File: src/rtl/miner_pkg.sv
// rtl/miner_pkg.sv - shared state type, default widths and header nonce insertion for the nonce sweeper
package miner_pkg;

  localparam int WORD_W       = 32;
  localparam int HASH_W       = 256;
  localparam int MAX_HDR_BITS = 2048;

  typedef enum logic [2:0] {
    IDLE,
    ARMED,
    ISSUE,
    WAIT,
    CHECK,
    EMIT
  } miner_state_t;

  // Header is right-aligned in the vector with word 0 highest; the nonce lands in the low 32 bits of its word.
  function automatic logic [MAX_HDR_BITS-1:0] insert_nonce(
    input logic [MAX_HDR_BITS-1:0] hdr,
    input int                      word_w,
    input int                      hdr_words,
    input int                      nonce_idx,
    input logic [31:0]             nonce
  );
    logic [MAX_HDR_BITS-1:0] r;
    r = hdr;
    r[(hdr_words-1-nonce_idx)*word_w +: 32] = nonce;
    return r;
  endfunction

endpackage

File: src/rtl/miner_word_serializer.sv
// rtl/miner_word_serializer.sv - parallel-load, ready/valid word shifter emitting MSB word first with last flag
module miner_word_serializer #(
  parameter int WORD_W  = 32,
  parameter int N_WORDS = 9
) (
  input  logic                        clk,
  input  logic                        rst,
  input  logic                        clear,
  input  logic                        load,
  input  logic [N_WORDS*WORD_W-1:0]   load_data,
  output logic                        out_valid,
  input  logic                        out_ready,
  output logic [WORD_W-1:0]           out_data,
  output logic                        out_last
);

  localparam int CNT_W = $clog2(N_WORDS);

  logic [N_WORDS*WORD_W-1:0] sreg;
  logic [CNT_W-1:0]          idx;

  always_ff @(posedge clk or posedge rst) begin
    if (rst) begin
      sreg      <= '0;
      idx       <= '0;
      out_valid <= 1'b0;
    end else if (clear) begin
      idx       <= '0;
      out_valid <= 1'b0;
    end else if (load) begin
      sreg      <= load_data;
      idx       <= '0;
      out_valid <= 1'b1;
    end else if (out_valid && out_ready) begin
      if (idx == CNT_W'(N_WORDS-1)) begin
        out_valid <= 1'b0;
      end else begin
        sreg <= sreg << WORD_W;
        idx  <= idx + 1'b1;
      end
    end
  end

  assign out_data = sreg[N_WORDS*WORD_W-1 -: WORD_W];
  assign out_last = out_valid && (idx == CNT_W'(N_WORDS-1));

endmodule

File: src/rtl/miner_nonce_sweeper.sv
// rtl/miner_nonce_sweeper.sv - header loader, ranged nonce sweep and hit streamer around an external hash core
// Optional hash counter output enabled by MINER_STATS_EN.
module miner_nonce_sweeper
  import miner_pkg::*;
#(
  parameter int WORD_W    = 32,
  parameter int HDR_WORDS = 20,
  parameter int NONCE_IDX = 19,
  parameter int HASH_W    = 256
) (
  input  logic                        clk,
  input  logic                        rst,
  input  logic                        in_valid,
  output logic                        in_ready,
  input  logic [WORD_W-1:0]           in_data,
  input  logic                        start,
  input  logic                        abort,
  input  logic [31:0]                 nonce_base,
  input  logic [31:0]                 nonce_limit,
  input  logic [HASH_W-1:0]           target,
  output logic                        core_start,
  output logic [HDR_WORDS*WORD_W-1:0] core_header,
  input  logic                        core_done,
  input  logic [HASH_W-1:0]           core_hash,
  output logic                        out_valid,
  input  logic                        out_ready,
  output logic [WORD_W-1:0]           out_data,
  output logic                        out_last,
  output logic                        busy,
  output logic                        exhausted
`ifdef MINER_STATS_EN
  ,
  output logic [31:0]                 hash_count
`endif
);

  localparam int OUT_WORDS = HASH_W / WORD_W;
  localparam int HDR_BITS  = HDR_WORDS * WORD_W;
  localparam int WCNT_W    = $clog2(HDR_WORDS + 1);

  miner_state_t        state;
  logic [WCNT_W-1:0]   wcnt;
  logic [HDR_BITS-1:0] hdr;
  logic [31:0]         nonce;
  logic [31:0]         limit_r;
  logic [HASH_W-1:0]   target_r;
  logic [HASH_W-1:0]   hash_r;
  logic                hit;
  logic                ser_load;
  logic                ser_done;

  assign hit      = (hash_r <= target_r);
  // Serializer loads in the CHECK cycle so the first word is valid as EMIT begins.
  assign ser_load = (state == CHECK) && hit && !abort;
  assign ser_done = out_valid && out_ready && out_last;
  assign busy     = (state == ISSUE) || (state == WAIT) || (state == CHECK) || (state == EMIT);

  always_ff @(posedge clk or posedge rst) begin
    if (rst) begin
      state       <= IDLE;
      wcnt        <= '0;
      hdr         <= '0;
      nonce       <= '0;
      limit_r     <= '0;
      target_r    <= '0;
      hash_r      <= '0;
      core_start  <= 1'b0;
      core_header <= '0;
      exhausted   <= 1'b0;
      in_ready    <= 1'b0;
    end else begin
      core_start <= 1'b0;
      exhausted  <= 1'b0;
      if (abort) begin
        state    <= IDLE;
        wcnt     <= '0;
        in_ready <= 1'b1;
      end else begin
        case (state)
          IDLE: begin
            in_ready <= 1'b1;
            if (in_valid && in_ready) begin
              hdr[(HDR_WORDS-1-int'(wcnt))*WORD_W +: WORD_W] <= in_data;
              wcnt <= wcnt + 1'b1;
              if (wcnt == WCNT_W'(HDR_WORDS-1)) begin
                state    <= ARMED;
                in_ready <= 1'b0;
              end
            end
          end
          ARMED: begin
            if (start) begin
              nonce    <= nonce_base;
              limit_r  <= nonce_limit;
              target_r <= target;
              state    <= ISSUE;
            end
          end
          ISSUE: begin
            core_header <= HDR_BITS'(insert_nonce(MAX_HDR_BITS'(hdr), WORD_W, HDR_WORDS, NONCE_IDX, nonce));
            core_start  <= 1'b1;
            state       <= WAIT;
          end
          WAIT: begin
            if (core_done) begin
              hash_r <= core_hash;
              state  <= CHECK;
            end
          end
          CHECK: begin
            if (hit) begin
              state <= EMIT;
            end else if (nonce == limit_r) begin
              exhausted <= 1'b1;
              wcnt      <= '0;
              in_ready  <= 1'b1;
              state     <= IDLE;
            end else begin
              nonce <= nonce + 32'd1;
              state <= ISSUE;
            end
          end
          EMIT: begin
            if (ser_done) begin
              wcnt     <= '0;
              in_ready <= 1'b1;
              state    <= IDLE;
            end
          end
          default: state <= IDLE;
        endcase
      end
    end
  end

  miner_word_serializer #(
    .WORD_W  (WORD_W),
    .N_WORDS (OUT_WORDS + 1)
  ) u_ser (
    .clk       (clk),
    .rst       (rst),
    .clear     (abort),
    .load      (ser_load),
    .load_data ({WORD_W'(nonce), hash_r}),
    .out_valid (out_valid),
    .out_ready (out_ready),
    .out_data  (out_data),
    .out_last  (out_last)
  );

`ifdef MINER_STATS_EN
  always_ff @(posedge clk or posedge rst) begin
    if (rst) begin
      hash_count <= '0;
    end else if (!abort) begin
      if (state == ARMED && start) begin
        hash_count <= '0;
      end else if (state == WAIT && core_done && hash_count != 32'hFFFF_FFFF) begin
        hash_count <= hash_count + 32'd1;
      end
    end
  end
`endif

endmodule

File: config.mk
export PLATFORM = sky130hd
export DESIGN_NAME = miner_nonce_sweeper
export DESIGN_NICKNAME = d
export VERILOG_FILES = /design/src/rtl/miner_pkg.sv /design/src/rtl/miner_word_serializer.sv /design/src/rtl/miner_nonce_sweeper.sv
export SDC_FILE = /design/constraint.sdc
export NUM_CORES = 2
export LEC_CHECK = 0
export CORE_AREA = 2 2 497 499
export CTS_CLUSTER_DIAMETER = 120
export DETAILED_ROUTE_END_ITERATION = 8
export DIE_AREA = 0 0 499 501
export MAX_ROUTING_LAYER = met4
export PLACE_DENSITY = 0.64
export SLEW_MARGIN = 5
export SYNTH_ARGS = -nofsm -noshare
export SYNTH_HDL_FRONTEND = slang
export SYNTH_HIERARCHICAL = 1
export SYNTH_SLANG_ARGS = --single-unit
File: constraint.sdc
create_clock -name clk -period 77.8 [get_ports clk]
set_clock_uncertainty 0.15 [all_clocks]
set_input_delay 7.78 -clock clk [delete_from_list [all_inputs] [get_ports clk]]
set_output_delay 7.78 -clock clk [all_outputs]
set_load 0.005 [all_outputs]
==> results.json <==
{
  "outcome": "finished clean",
  "dr.pass1.iters": 8,
  "drt_iter0_drc": 6783,
  "ys_warn_count": 6,
  "synth_edf_count": 0,
  "place_worst_setup_slack_ns": 64.12,
  "grt_start_max_net_pins": 190,
  "placed_area_mm2": 0.108,
  "ir_drop_mv": 0.0196,
  "holdPathStages": 1,
  "placed_cells": 12200,
  "die_y_um": 501,
  "grt_pass1_wl_mm": 504,
  "netlist_area_mm2": 0.0920,
  "tightest_slew_ns": 1.28,
  "critical_path_arrival_ns": 13.21,
  "die-area_mm2": 0.250,
  "gr-total-overflow": 0,
  "stdcell_area_mm2": 0.116,
  "cp_num_buf_inv": 7,
  "clockBufferDepth": 3,
  "portBuffers": 1292,
  "routed-via-count": 69800,
  "yosys-top-cells-area": "dfrtp_1, mux2_2, nand2_1",
  "hold_path_class": "register to register",
  "wl_per_cell_um": 27.9,
  "finalWorstSetupSlack_ns": 65.25,
  "cts_buffers": 225,
  "netlist.area_leader.share_pct": 57.9,
  "required_ns": 78.46,
  "max_freq_mhz": 79.7,
  "crit_type": "primary input to asynchronous set/reset pin",
  "die_w_um": 499,
  "syn_to_final_growth_pct": 25.8,
  "routed_wl_mm": 354,
  "cts_sinks": 2128,
  "r2r-end": "u_ser/sreg[237]",
  "syn_inst": 8185,
  "stdcell_count": 12700,
  "worst-path-max-fanout": 162,
  "finalCriticalPeriod_ns": 12.55,
  "via_per_inst": 5.51,
  "whs_endpoint": "core_header[405]",
  "syn_nets": 9069,
  "synth_seq_cells": 2128,
  "cts_tree": "done",
  "clkSlewWorstSetupHoldPaths_ns": 0.06,
  "r2r_cells": 16,
  "ant_nets": 0,
  "ctsRootBufferMaster": "clkbuf_16",
  "synthFlopType": "dfrtp_1",
  "leakage_nw": 52.9,
  "max_slew_margin_pct": 14.7,
  "htree_levels": 4,
  "endpoint_kind": "asynchronous set/reset pin",
  "place_congestion": 0.943,
  "path_delay_family": "buffers and inverters",
  "grt_use_total_pct": 28.6,
  "clk-insertion-delay-late_ns": 0.90,
  "ys_seq_area_share_pct": 57.9,
  "avgSynthCellArea_um2": 11.2,
  "cts_resized": 0,
  "worstPathCellList": "clkdlybuf4s50_1 -> inv_8 -> buf_4 -> buf_4 -> buf_4 -> buf_12 -> buf_4",
  "initial_core_util_pct": 37.6,
  "hp-start": "hdr[405]",
  "drcViolationCount": 0,
  "drive_gt1_share_pct": 16.4,
  "p_per_area_mw_per_mm2": 23.7,
  "io_pins": 1293,
  "cap_viol_max_count": 0,
  "cp-start-kind": "primary input",
  "ys_async_sr_fraction_pct": 100,
  "setup-tns-final_ns": 0,
  "rows": 182,
  "min_period_over_period_pct": 16.1,
  "crit_top_cell": "buf_4",
  "grt_pass1_vias": 69100,
  "rsz0062_at_grt": "false",
  "coreArea_mm2": 0.245,
  "grt_antenna_before_repair": 61,
  "cts-hold-fix-buffers": 0,
  "drv_slew": 0,
  "rr_startpoint": "hash_r[230]",
  "dp_hpwl_mm": 260,
  "slowest_stage": "buf_4",
  "r2r_setup_slack_ns": 70.12,
  "ys_types": 75,
  "post_cts_buffers": 0,
  "synth_top_cell_by_area": "dfrtp_1",
  "hold_viol": 0,
  "finalSetupViolations": 0,
  "final_nets": 10100,
  "cp_slowest_stage_delay_ns": 0.93,
  "crit_start": "rst"
}
==> Yosys cell counts (103+ instances only) <==
library cell / n
nor2_1: 252
nand2_1: 1292
nor3_1: 103
mux2_2: 932
dfrtp_1: 2128
o41ai_1: 132
o21ai_0: 656
ha_1: 269
inv_1: 399
a211oi_1: 133
o22ai_1: 120
a21oi_1: 121
nor4_1: 124
clkbuf_1: 498
nor3b_1: 117
o31ai_1: 152
==> power breakdown <==
group	internal, mW	leakage, nW	switching [mW]	total, mW
Clock	0.667	3.88	0.472	1.14
Combinational	0.112	20.4	0.240	0.352
Sequential	1.19	28.6	0.0545	1.25
==> per-layer routing <==
| metal | track usage [%] | part of all wire, % |
|---|---|---|
| met4 | 14.3 | 5.7 |
| met3 | 6.08 | 7.2 |
| met1 | 34.4 | 39 |
| met5 | - | 0 |
| met2 | 45.5 | 48 |
==> cells in the final DEF (no fill, tap or decap), types with 27 or more instances in the layout <==
cell             Yosys  routed
a211oi_1           133     131
a21o_1              28      28
a21oi_1            121     121
a221oi_1            96      96
a221oi_2            30      30
a2bb2oi_1           34      34
buf_4               41     127
clkbuf_1           498      44
clkbuf_16            0     225
clkbuf_8             0      59
clkdlybuf4s50_1      0    1291
clkinv_2             0      36
dfrtp_1           2128    2128
diode_2              0      51
ha_1               269     268
inv_1              399     397
mux2_2             932     932
nand2_1           1292    1272
nand2b_1            80      68
nand3_1             75      73
nand4_1             65      65
nor2_1             252     245
nor2b_1             29      27
nor3_1             103     101
nor3b_1            117     117
nor4_1             124     124
o21ai_0            656     656
o22ai_1            120     120
o31ai_1            152     152
o41ai_1            132     132
xnor2_1             34      33
==> stage by stage <==
step | total power [mW] | hold WS (ns) | utilization [%]
6_report | 2.74 | 0.294 | 47.3
2_1_floorplan | 1.44 | 0.288 | -
4_1_cts | 2.76 | 0.297 | 47.2
3_5_place_dp | 1.62 | 0.305 | 44.0
3_3_place_gp | 1.61 | 0.299 | 44.0
5_1_grt | 2.84 | 0.311 | 47.2
==> area by class of cell <==
type	instances	area (um^2)
multi-input cells	5029	34800
clock buffers	328	6610
clock inverters	87	1320
fillers	22000	129000
flip-flops and latches	2128	53300
repair buffers	1424	14000
well taps	3220	4030
inverters	401	1520
diodes	51	128
==> sequential cells by signal (all words and copies together), names as in the netlist, 3 cells and up <==
register and flops:
u_ser/sreg 288, wcnt 5, u_ser/idx 4, state 3, hash_r 256, nonce 32, target_r 256, hdr 608
core_header 640, limit_r 32
==> cells by family after synthesis <==
logic type	count (synthesis)	synth area share, %
compound gates	1575	11.3
xor+xnor	37	0.352
fa+ha+maj	269	3.66
buf+inv	1028	4.46
flops	2128	57.9
mux	941	11.5
simple gates	2207	10.8
==> how the worst max path moves through the flow <==
stage	endpoint	slack (ns)	depth (start not counted)
floorplan	core_header[0]	18.06	1
detailed placement	core_header[153]	64.12	7
finish	hdr[226]	65.25	7
global route	core_header[270]	64.45	7
global placement	core_header[130]	64.28	7
CTS	core_header[247]	65.10	7
Power figures use the tool's default switching activity.
